<file path="src/rtl/fmlarb_pkg.sv">
// Shared definitions for the four-port FML round-robin arbiter: state
// encoding, port count and a one-hot to index helper.
package fmlarb_pkg;

    localparam int NPORTS = 4;

    typedef enum logic [1:0] {
        IDLE = 2'd0,
        ADDR = 2'd1,
        DATA = 2'd2
    } state_t;

    function automatic logic [1:0] onehot2idx(input logic [NPORTS-1:0] oh);
        logic [1:0] idx;
        idx = '0;
        for (int i = 0; i < NPORTS; i++) begin
            if (oh[i]) idx = 2'(i);
        end
        return idx;
    endfunction

endpackage

</file>
<file path="src/rtl/fmlarb_rr_pick.sv">
// Combinational 4-way round-robin picker: first requester at or above ptr_i,
// wrapping from 3 back to 0.
module fmlarb_rr_pick
    import fmlarb_pkg::*;
(
    input  logic [3:0] req_i,
    input  logic [1:0] ptr_i,
    output logic [1:0] gnt_o,
    output logic       valid_o
);

    logic [3:0] rot;
    logic [3:0] first_oh;

    // Rotate so the pointer position lands on bit 0, isolate the lowest set
    // bit, then rotate the index back.
    always_comb begin
        rot = '0;
        for (int j = 0; j < NPORTS; j++) begin
            rot[j] = req_i[2'(j) + ptr_i];
        end
        first_oh = rot & (~rot + 4'd1);
        gnt_o    = onehot2idx(first_oh) + ptr_i;
        valid_o  = |req_i;
    end

endmodule

</file>
<file path="src/rtl/fmlarb_rr.sv">
// Round-robin arbiter sharing one FML slave among four FML masters.
// Optional parking of the last owner is enabled by defining FMLARB_PARK_EN.
module fmlarb_rr
    import fmlarb_pkg::*;
#(
    parameter int fml_depth = 25,
    parameter int burst_len = 4
) (
    input  logic                   sys_clk,
    input  logic                   sys_rst,
    input  logic [4*fml_depth-1:0] m_adr,
    input  logic [3:0]             m_stb,
    input  logic [3:0]             m_we,
    input  logic [15:0]            m_sel,
    input  logic [127:0]           m_do,
    output logic [3:0]             m_ack,
    output logic [31:0]            m_di,
    output logic [fml_depth-1:0]   fml_adr,
    output logic                   fml_stb,
    output logic                   fml_we,
    input  logic                   fml_ack,
    output logic [3:0]             fml_sel,
    output logic [31:0]            fml_do,
    input  logic [31:0]            fml_di
);

    localparam logic [2:0] BEAT_LAST = 3'(burst_len - 1);

    state_t               state_q;
    logic [1:0]           owner_q;
    logic                 own_vld_q;
    logic [1:0]           ptr_q;
    logic [2:0]           cnt_q;

    logic [1:0]           pick_gnt;
    logic                 pick_vld;
    logic [fml_depth-1:0] own_adr;
    logic                 own_stb;
    logic                 own_we;
    logic [3:0]           own_sel;
    logic [31:0]          own_do;
    logic                 park_hit;
    logic                 addr_ph;

    fmlarb_rr_pick u_pick (
        .req_i   (m_stb),
        .ptr_i   (ptr_q),
        .gnt_o   (pick_gnt),
        .valid_o (pick_vld)
    );

    always_comb begin
        own_adr = m_adr[int'(owner_q)*fml_depth +: fml_depth];
        own_stb = m_stb[owner_q];
        own_we  = m_we[owner_q];
        own_sel = m_sel[int'(owner_q)*4 +: 4];
        own_do  = m_do[int'(owner_q)*32 +: 32];
    end

    // A parked owner requesting alone skips arbitration and is treated as
    // being in its address phase this very cycle.
`ifdef FMLARB_PARK_EN
    assign park_hit = (state_q == IDLE) && own_vld_q && (m_stb == (4'b0001 << owner_q));
`else
    assign park_hit = 1'b0;
`endif

    assign addr_ph = (state_q == ADDR) || park_hit;
    assign m_di    = fml_di;

    always_comb begin
        fml_stb = addr_ph & own_stb;
        fml_adr = own_vld_q ? own_adr : '0;
        fml_we  = own_vld_q & own_we;
        fml_sel = own_vld_q ? own_sel : '0;
        fml_do  = own_vld_q ? own_do : '0;
        m_ack   = '0;
        if (addr_ph) m_ack[owner_q] = fml_ack;
    end

    always_ff @(posedge sys_clk) begin
        if (sys_rst) begin
            state_q   <= IDLE;
            owner_q   <= '0;
            own_vld_q <= 1'b0;
            ptr_q     <= '0;
            cnt_q     <= '0;
        end else begin
            case (state_q)
                IDLE: begin
                    if (park_hit) begin
                        if (fml_ack) begin
                            state_q <= DATA;
                            cnt_q   <= BEAT_LAST;
                            ptr_q   <= owner_q + 2'd1;
                        end else begin
                            state_q <= ADDR;
                        end
                    end else if (pick_vld) begin
                        owner_q   <= pick_gnt;
                        own_vld_q <= 1'b1;
                        state_q   <= ADDR;
                    end
                end
                ADDR: begin
                    if (fml_ack) begin
                        state_q <= DATA;
                        cnt_q   <= BEAT_LAST;
                        ptr_q   <= owner_q + 2'd1;
                    end
                end
                DATA: begin
                    if (cnt_q == 3'd0) begin
                        state_q <= IDLE;
`ifdef FMLARB_PARK_EN
                        own_vld_q <= 1'b1;
`else
                        own_vld_q <= 1'b0;
`endif
                    end else begin
                        cnt_q <= cnt_q - 3'd1;
                    end
                end
                default: state_q <= IDLE;
            endcase
        end
    end

endmodule

</file>
<file path="config.mk">
export PLATFORM = sky130hd
export DESIGN_NAME = fmlarb_rr
export DESIGN_NICKNAME = d
export VERILOG_FILES = /design/src/rtl/fmlarb_pkg.sv /design/src/rtl/fmlarb_rr_pick.sv /design/src/rtl/fmlarb_rr.sv
export SDC_FILE = /design/constraint.sdc
export NUM_CORES = 1
export LEC_CHECK = 0
export CAP_MARGIN = 20
export CORE_AREA = 2 2 152 154
export DETAILED_ROUTE_END_ITERATION = 6
export DIE_AREA = 0 0 154 156
export PLACE_DENSITY_LB_ADDON = 0.1
export SETUP_SLACK_MARGIN = 0.02
export SLEW_MARGIN = 10
export SYNTH_ARGS = -nofsm -noshare
export SYNTH_HDL_FRONTEND = slang
export SYNTH_SLANG_ARGS = --single-unit
</file>
<file path="constraint.sdc">
create_clock -name sys_clk -period 6.1 [get_ports sys_clk]
set_clock_uncertainty 0.2 [all_clocks]
set_input_delay 1.22 -clock sys_clk [delete_from_list [all_inputs] [get_ports sys_clk]]
set_output_delay 1.22 -clock sys_clk [all_outputs]
set_load 0.005 [all_outputs]
</file>
Word-level counts from Yosys, hierarchy flattened
Cells that the tools add are included.

Add/sub/neg operators: 7. Multipliers: 1. Magnitude comparators: 6. Equal/unequal tests: 6. Shifts and indexed selects: 3. Multiplexer cells: 31. Bitwise logic cells: 5. Reductions and logical operators: 11.

Operators with widths (count): indexed part select 128 x 8 -> 32 bit (1); indexed part select 100 x 8 -> 25 bit (1); 2-to-1 mux 32 bit (1); 2-to-1 mux 25 bit (1); indexed part select 16 x 5 -> 4 bit (1); less-than comparator 2 x 3 -> 1 bit, second input constant (5); binary-select mux 1 bit (select 2 bit) (6); 2-to-1 mux 1 bit (10); 2-to-1 mux 2 bit (5); AND reduction 3 bit (3); AND 4 bit (2); 2-to-1 mux 4 bit (2); inequality test 2 bit, second input constant (4); multiplier 2 x 5 -> 7 bit, second input constant (1); 2-to-1 mux 3 bit (2); one-hot mux 2 bit (3 select lines) (1); one-hot mux 3 bit (2 select lines) (1); adder 2 bit, first input constant (2); adder 4 x 1 -> 4 bit, second input constant (1); NOT 4 bit (1); AND reduction 2 bit (2); nonzero test 2 bit (2); OR reduction 4 bit (1); logical NOT 3 bit (1); other kinds (12) (13).

Bits in registers: 10. Output and inout port bits: 99. Word-level logic and storage cells: 75.

Logic depth before layout (Yosys ltp)
Depth after elaboration: 10. Mapped depth: 10. Depth with buffers taken out: 9.

Hierarchy
From an unflattened synthesis, not the netlist that was laid out.

Cells, all modules: 265. Area total of the unflattened synthesis: 2866.5 um^2.

By module, submodules not included: fmlarb_rr (times used 1, cells an instance 235, area each 2696.3 um^2, sequential area each 200.2 um^2); fmlarb_rr_pick (times used 1, cells an instance 30, area each 170.2 um^2, sequential area each 0.0 um^2).

Worst setup path after synthesis
Ideal clock, no wire load.

Path kind: input to output. From: input m_stb[0]. To: output fml_stb. Data arrival time: 2.016 ns. Setup slack: 2.664 ns. Stages: 3. Cell sequence: buf_4 -> mux4_1 -> and3b_1.

Cells in the longest elaborated chain, start to end: 3.

RTL lines: start: declaration (RTL line fmlarb_rr.sv:12) `input logic [3:0] m_stb,`; binary-select mux 1 bit (select 2 bit) (RTL line fmlarb_rr.sv:54) `own_stb = m_stb[owner_q];`; 2-to-1 mux 1 bit (not written as such) (RTL line fmlarb_rr.sv:54); AND 1 bit (RTL line fmlarb_rr.sv:72) `fml_stb = addr_ph & own_stb;`; end: declaration (RTL line fmlarb_rr.sv:19) `output logic fml_stb,`.

Every way passes these cells. The select of a mux whose other input is x is not followed.

Worst setup path in the final report
Ends and elaborated chain as after synthesis.

==> key figures <==
CTS
  • Setup bufs post-CTS: 0
  • Total CTS buffers: 3
  • # resized after CTS: 0
  • TritonCTS clock tree: done
  • Worst-path clk slew: around 40 ps
  • Clock Sinks: 10
  • CTS root buf: clkbuf_16
  • CTS Hold Bufs: 0
  • H-tree levels: 1
  • Clk buf depth: 2
  • Worst-skew pair later-pin latency: between 200 and 250 ps

GRT
  • Grt ovf: 0
  • Antenna violations before repair: 0
  • Pin count of the biggest net entering global routing: around 70
  • Total GRT Usage: 12.9%
  • Number of global-route vias before repair: 3521
  • First-pass GRT wire length: around 24000 um

Job
  • Max-cap violations: 0

Pwr
  • Int Power: roughly 550 uW
  • Worst VDD drop: 0.000117 V
  • Sequential power share: between 10% and 20%
  • Power per standard cell area: ~120 nW/um^2
  • Total power after layout: about 750 uW
  • Combinational share of power: 65.6%
  • Leakage power: 2.06 nW
  • Sw Share: 27.7%
  • Clock power frac: around 17%
  • Switching power: roughly 210 uW

Detailed routing
  • DRT iter0 DRCs: 97
  • Drt pass-1 iters: 4
  • ANT nets after route: 0
  • Routed vias: between 3000 and 4000
  • Total wire length: 16500 um
  • DR DRC count: 0
  • Routed WL per cell: roughly 20 um
  • Via density: 4.04

Floorplanning
  • DIE HEIGHT: between 150 and 200 um
  • IO Pins: between 300 and 400
  • Initial core utilization: between 10% and 20%
  • Row count: 55
  • Core ar.: about 22000 um^2
  • DIE WIDTH: 154 um
  • DIE AREA: roughly 24000 um^2

Synthesis
  • Avg Cell Area, Syn: approximately 11 um^2
  • Post-synth EDFFs: 0
  • Synth Register Bits: 10
  • Largest cells by area after synthesis: mux4_2 (49%), and2_1 (14%), buf_4 (9.7%)
  • Synth warn: 0
  • Leading area contributor after synthesis: mux4_2
  • Asr flop ratio synth: 0%
  • Synthesized area: 2860 um^2
  • Most common cell in the synthesized netlist: and2_1
  • Prevailing post-synth register cell: dfxtp_1
  • Synth top area share: 48.8%
  • Commonest cells post-synth: and2_1 (66), mux4_2 (62), buf_4 (37), clkbuf_1 (11), nor2_1 (11)
  • Cell variety after synth: 37
  • Sequential cell area fraction in the yosys report: 7.00%
  • Syn nets: 557
  • Gate Count Post-Synth: approximately 260

Placement
  • Port Buf Inserts: about 320
  • Detail Placement HPWL: approximately 14000 um
  • GPL Wtd Cong: ~0.78
  • Placed insts: 814

Final layout
  • Finished Layout Cells: 818
  • Share of layout cells above drive strength 1: approximately 14%
  • P&R area growth vs syn: 116%
  • Number of fill cells: around 2400
  • ANT cells: 0
  • Finished Core Util: around 28%
  • Nets: roughly 830

Setup path
  • WP data arrival: roughly 3000 ps
  • CP cell instances: clkdlybuf4s50_1, mux4_1, and3b_1, clkdlybuf4s50_1
  • CP most frequent cell: clkdlybuf4s50_1
  • CP max stage delay: between 500 and 600 ps
  • Crit Path Max Fanout: 10
  • Reg-to-Reg Start: ptr_q[0]
  • Crit Path Category: in -> out
  • WP data required: 4680 ps
  • Worst setup EP type: output pin
  • Worst setup path start: m_stb[0]
  • Buf+Inv Stages, Crit Path: 2
  • Critical path launch point type: input pin
  • Slowest CP cell: clkdlybuf4s50_1
  • Top cell family by delay on the critical path: buffers and inverters

Min path
  • Hold Crit Class: reg -> reg
  • Hold path startpoint: cnt_q[0]

Timing
  • Period utilization: 72.4%
  • Finish-stage setup viols: 0
  • Final hold violation count: 0
  • Max Slew Vio Count: 0
  • Slew @ Worst Pin: 1050 ps
  • Period minus WS final: 4410 ps
  • Setup TNS: 0 ps
  • Slew headroom: 29.7%
  • Worst hold slack: ~270 ps
  • RSZ-0062 raised after global routing: false
  • Max frequency: between 0.2 and 0.25 GHz

Status
  • Status: complete, no violations
-- per-layer routing --
layer | up-vias | track usage, % | routed length [um]
met4 | 0 | 1.87 | 152
met1 | 1617 | 15.0 | 6310
met2 | 162 | 23.9 | 8710
met3 | 18 | 3.75 | 1370
met5 | - | 0 | 0
li1 | 1509 | - | -
-- per-stage QoR --
stage | cell area, um^2 | setup slack (ps)
floorplan | 2860 | 2660
global placement | 6080 | 1700
detailed placement | 6080 | 1700
CTS | 6170 | 1690
global route | 6170 | 1620
finish | 6170 | 1690
-- kinds of logic after synthesis --
family / share of synthesized area (%)
simple gates: 19.9
buf+inv: 14.2
fa+ha+maj: 3.06
mux: 50.4
xor+xnor: 0.612
compound gates: 4.85
flops: 7.00
-- power by group through the flow --
stage	Combinational (mW)	Sequential (mW)	Clock (mW)
2_1_floorplan	0.267	0.0769	0
3_3_place_gp	0.495	0.136	0
3_5_place_dp	0.501	0.137	0
4_1_cts	0.504	0.136	0.131
5_1_grt	0.530	0.140	0.136
6_report	0.495	0.132	0.128
-- flip-flops by register name, indices dropped and copies added, names as in the netlist --
| name | flops |
|---|---|
| ptr_q | 2 |
| cnt_q | 3 |
| owner_q | 2 |
| own_vld_q | 1 |
| state_q | 2 |
-- layout by cell type (no fill, tap or decap), types with 2 or more instances in the layout --
cell type and n:
clkdlybuf4s50_1 321, and2_1 66, mux4_2 62, nor2_1 11
inv_1 7, ha_1 7, dfxtp_1 7, nand2_1 5
o21ai_0 4, a21oi_1 3, clkbuf_16 3, buf_4 3
nor2b_1 2, and3b_1 2, mux2i_1 2, a211oi_1 2
nor3_1 2, or3_1 2, xnor2_1 2, dfxtp_4 2
-- final timing paths --
path / cells after the start / to / slack (ps)
setup / recovery: 4 / fml_stb / 1690
hold / removal: 1 / cnt_q[0] / 270
setup reg to reg: 6 / owner_q[1] / 3860
hold reg to reg: 1 / cnt_q[0] / 270
-- worst register-to-register path, cell delays in order (launching register included) --
cell       delay [ps]
dfxtp_1           410
or4_1             580
o2111ai_1         120
ha_1              190
xnor2_1            70
or3_1             330
a311oi_2          250
-- area by class of cell --
class / count / area, um^2 / share of cell area (%)
repair buffers: 324 / 3240 / 52.4
flip-flops and latches: 10 / 209 / 3.39
multi-input cells: 188 / 2260 / 36.5
inverters: 7 / 26.3 / 0.426
clock buffers: 4 / 88.8 / 1.44
well taps: 285 / 357 / 5.78
Power figures use the tool's default switching activity.
==> variant 1: new RTL, same flow settings <==
Build with the macro `FMLARB_PARK_EN` defined.
--- a/src/rtl/fmlarb_rr.sv
+++ b/src/rtl/fmlarb_rr.sv
@@ -2,2 +2,4 @@
 // Optional parking of the last owner is enabled by defining FMLARB_PARK_EN.
+`define FMLARB_PARK_EN
+
 module fmlarb_rr
Function: same outputs for any inputs over 4 cycles, from zero or initial values and one cycle with sys_rst high; that may be too few to reach the edited logic, so the function may still have changed.
==> variant 1 against the unedited design <==
- sequential cell count stayed put
- total power is 6.3% higher
- critical endpoint is now m_ack[2]
- synthesized area is 5.2% higher
- clock power is 10% lower
- wire length hardly changed
- setup slack worse by 0.38 ns
- combinational power is 18% higher
- cell area is 1.9% higher
- non-clock buffer count stayed put
- die area stayed put
==> variant 1: results (changes against the unedited design) <==
[outcome]
status=completed  ; unchanged

[layout]
largest_reg_flops=3  ; unchanged
regMostFlops=cnt_q  ; unchanged
drive_gt1_frac=0.1602  ; was 0.1445
antennaDiodeCount=0  ; unchanged
finalNetCount=838  ; was 828

[yosys]
ys_seq_area_frac=0.06653  ; was 0.06996
synth.area.top_cells=mux4_2 (46%), and2_1 (13%), buf_4 (9.5%)  ; was mux4_2 (49%), and2_1 (14%), buf_4 (9.7%)
synthFlopType=dfxtp_1  ; unchanged
ys_types=48  ; was 37
synth_common_cells=and2_1 (62), mux4_2 (62), buf_4 (38), clkbuf_1 (11), nor2_1 (11)  ; was and2_1 (66), mux4_2 (62), buf_4 (37), clkbuf_1 (11), nor2_1 (11)
synth-warning-count=0  ; unchanged
synthArstFlopShare=0  ; unchanged
syn_nets=570  ; was 557

[detailed_routing]
dr.pass1.iters=6  ; was 4
drt_iter0_markers=163  ; was 97
routed_via_density=4.091  ; was 4.042
drt-total-wl_um=16540  ; about the same

[place]
port_buffers=321  ; unchanged
hpwl_um=13590  ; was 13730 um
gp_congestion=0.8003  ; was 0.7762

[power]
worst_ir_drop_vdd_mv=0.1316  ; was 0.1168 mV
p_leak_nw=2.116  ; was 2.065 nW

[grt]
grt_start_max_net_pins=65  ; was 68
grt_pass1_vias=3515  ; was 3521
grt_pass1_wl_um=23450  ; was 23580 um
track_usage=0.1282  ; was 0.1291
antenna_found_initial=1  ; was 0

[setup_path]
critPathTopFamily=buffers and inverters  ; unchanged
slowest_stage=clkdlybuf4s50_1  ; unchanged
critPathArrivalTime_ns=3.38  ; was 2.99 ns
critPathMaxStageDelay_ns=0.72  ; was 0.58 ns
worstPathMaxFanout=11  ; was 10

[sta]
setup_slack_ns=1.304  ; was 1.685 ns
tightest_slew_ns=1.012  ; was 1.054 ns

[clock_tree]
clkSlewWorstSetupHoldPaths_ns=0.04  ; about the same
post_cts_buffers=0  ; unchanged
cts_resized=0  ; unchanged
cts_buffer_depth=2  ; unchanged
htreeDepth=1  ; unchanged
clkLatencyLatePin_ns=0.23  ; about the same
clock-root-buffer=clkbuf_16  ; unchanged

[variant 1: cell count changes in the layout (fill, tap and decap cells not counted), sizes merged, moves of 2 or more]
cell and delta:
and3 +4, a21oi +3, and3b -2, xor2 +4, and2 -2, a41oi +2
[variant 1: worst reg2reg max path: stages, from the launching register on]
cell and delay, ns:
dfxtp_4 0.74, inv_1 0.18, ha_1 0.28, xor2_1 0.26
nor3_4 0.08, a41o_4 0.30, and2_4 0.18, o31a_1 0.26
[variant 1: final cells by class]
| class | instances | area, um2 |
|---|---|---|
| Tap cell | 285 | 356.6 |
| Multi-Input combinational cell | 199 | 2390 |
| Sequential cell | 10 | 209.0 |
| Clock buffer | 3 | 75.07 |
| Fill cell | 2335 | 16070 |
| Timing Repair Buffer | 324 | 3236 |
| Clock inverter | 1 | 3.754 |
| Inverter | 6 | 22.52 |
[variant 1: logic make-up (layout without fill, tap and decap cells)]
| logic type | count (synthesis) | in the layout | share of synthesized area |
|---|---|---|---|
| compound gates | 26 | 26 | 0.07152 |
| xor+xnor | 6 | 6 | 0.02245 |
| fa+ha+maj | 7 | 7 | 0.02910 |
| buf+inv | 67 | 334 | 0.1393 |
| flops | 10 | 10 | 0.06653 |
| mux | 64 | 64 | 0.4761 |
| simple gates | 96 | 96 | 0.1950 |
[variant 1: worst paths after layout]
kind                            cells after the start  endpoint  slack [ns]        from
worst max-delay path                                6  m_ack[2]        1.30    m_stb[0]
worst min-delay path                                1  cnt_q[1]        0.28    cnt_q[1]
worst max register to register                      7  cnt_q[1]        3.51  owner_q[0]
worst min register to register                      1  cnt_q[1]        0.28    cnt_q[1]
[variant 1: per-layer routing]
metal / global-route usage / share of wire / up-vias / wire length [um]
met5: 0 / 0.00079 / - / 13
met4: 0.01024 / 0.0031 / 2 / 51
met3: 0.02944 / 0.071 / 10 / 1182
met2: 0.2392 / 0.53 / 172 / 8756
met1: 0.1559 / 0.40 / 1647 / 6536
li1: - / - / 1556 / -
[variant 1: report_power, final]
group          internal (mW)  leakage [nW]  switching (mW)
registers             0.0730        0.0838          0.0316
clock network         0.0857        0.0385          0.0288
logic                  0.407          1.99           0.176
[variant 1: through the flow]
stage / hold WS, ns / power (mW) / cell area (um2) / instances
after floorplan: 0.2460 / 0.3930 / 3009 / 276
after global placement: 0.2631 / 0.6981 / 6213 / 824
after detailed placement: 0.2723 / 0.7006 / 6213 / 824
after CTS: 0.2874 / 0.8196 / 6292 / 828
after global routing: 0.3147 / 0.8591 / 6292 / 828
final: 0.2835 / 0.8019 / 6292 / 828
==> variant 2: new RTL, same settings <==
Without the edit above. Reset style: asynchronous (`sys_rst`), changed in one clocked block.
--- a/src/rtl/fmlarb_rr.sv
+++ b/src/rtl/fmlarb_rr.sv
@@ -80,3 +80,3 @@
 
-    always_ff @(posedge sys_clk) begin
+    always_ff @(posedge sys_clk or posedge sys_rst) begin
         if (sys_rst) begin
Formal check against the unedited RTL: differs if sys_rst is asserted again (counterexample within 4 cycles, from zero or initial values and one cycle with sys_rst high); with sys_rst held inactive, the same outputs for 4 cycles.
==> variant 2 against the unedited design <==
- synthesized area increased by 1.8%
- hold slack improved by 0.046 ns
- via count increased by 0.94%
- sequential cell count unchanged
- setup slack got worse by 0.0022 ns
- synthesized cell count increased by 0.76%
- non-clock buffer count increased by 2
- cell area increased by 1.1%
- wire length decreased by 5.5%
- sequential share of layout area increased by 0.72 points
Power is not compared: it rests on default switching activity, and its combinational part moved more than twofold at a synthesized area within 25%.
==> variant 2: results (changes against the unedited design) <==
[yosys]
synthXorXnorAreaFrac=0.003007  ; was 0.006122
muxShareOfSynthArea=0.4948  ; was 0.5042
ys_seq_area_frac=0.08591  ; was 0.06996
synth_common_cells=and2_1 (66), mux4_2 (63), buf_4 (34)  ; was and2_1 (66), mux4_2 (62), buf_4 (37), clkbuf_1 (11), nor2_1 (11)
synth_compound_area_frac=0.05412  ; was 0.04854
synthArstFlopShare=1.000  ; was 0
synth.area.top_cells=mux4_2 (49%), and2_1 (14%), buf_4 (8.8%)  ; was mux4_2 (49%), and2_1 (14%), buf_4 (9.7%)
ys_types=29  ; was 37
synthAdderAreaFrac=0.03007  ; was 0.03061

[grt]
track_usage=0.1218  ; was 0.1291
grt_pass1_wl_um=22500  ; was 23580 um
antenna_found_initial=2  ; was 0
grt_use_met3=0.03361  ; was 0.03750
gr-usage-met1=0.1353  ; was 0.1504
grt_start_max_net_pins=38  ; was 68
grt_pass1_vias=3567  ; was 3521
grt_use_met2=0.2364  ; was 0.2392

[setup_path]
worstPathMaxFanout=8  ; was 10
rr_endpoint=owner_q[1]  ; unchanged
cp-startpoint=fml_ack  ; was m_stb[0]
r2r_start=ptr_q[0]  ; unchanged
worst-r2r-cell-count=8  ; was 6
critPathMaxStageDelay_ns=0.54  ; was 0.58 ns
rrSetupSlack_ns=3.93  ; was 3.86 ns
crit_end=m_ack[1]  ; was fml_stb
critPathArrivalTime_ns=3.00  ; was 2.99 ns

[detailed_routing]
met3WireLength_um=1258  ; was 1366 um
wl_met2_um=8544  ; was 8711 um
drt_iter0_markers=112  ; was 97
wl_met1_um=5783  ; was 6311 um
wl_per_cell_um=18.97  ; was 20.22 um
vias=3337  ; was 3306

[layout]
finalNetCount=833  ; was 828
drive_gt1_frac=0.1468  ; was 0.1445
fill_cells=2337  ; was 2360

[place]
gp_congestion=0.8133  ; was 0.7762
hpwl_um=13090  ; was 13730 um

[hold_path]
worstHoldStart=cnt_q[2]  ; was cnt_q[0]
worstHoldEndpoint=cnt_q[2]  ; was cnt_q[0]

[clock_tree]
cts_tree=built  ; unchanged

[sta]
tightest_slew_ns=0.6626  ; was 1.054 ns

[outcome]
status=completed  ; unchanged

variant 2: layout make-up:
cell class | count | area share
repair buffers | 326 | 0.5229
multi-input cells | 192 | 0.3607
well taps | 285 | 0.05714
flip-flops and latches | 10 | 0.04110
clock buffers | 4 | 0.01423
inverters | 6 | 0.003609
diodes | 1 | 0.0004010
variant 2: through the flow:
| step | hold slack (ns) | total power [mW] | cell area, um2 | cells | worst slack [ns] |
|---|---|---|---|---|---|
| after floorplan | 0.2890 | 1.096 | 2913 | 265 | 2.747 |
| after global placement | 0.3038 | 1.890 | 6130 | 818 | 1.638 |
| after detailed placement | 0.3187 | 1.893 | 6150 | 819 | 1.640 |
| after CTS | 0.3279 | 2.032 | 6238 | 823 | 1.642 |
| after global routing | 0.3421 | 2.146 | 6241 | 824 | 1.539 |
| final | 0.3196 | 1.984 | 6241 | 824 | 1.683 |
variant 2: report_power, final:
group	switching (mW)	internal [mW]
logic	0.524	1.10
clock network	0.0335	0.0989
registers	0.129	0.0972
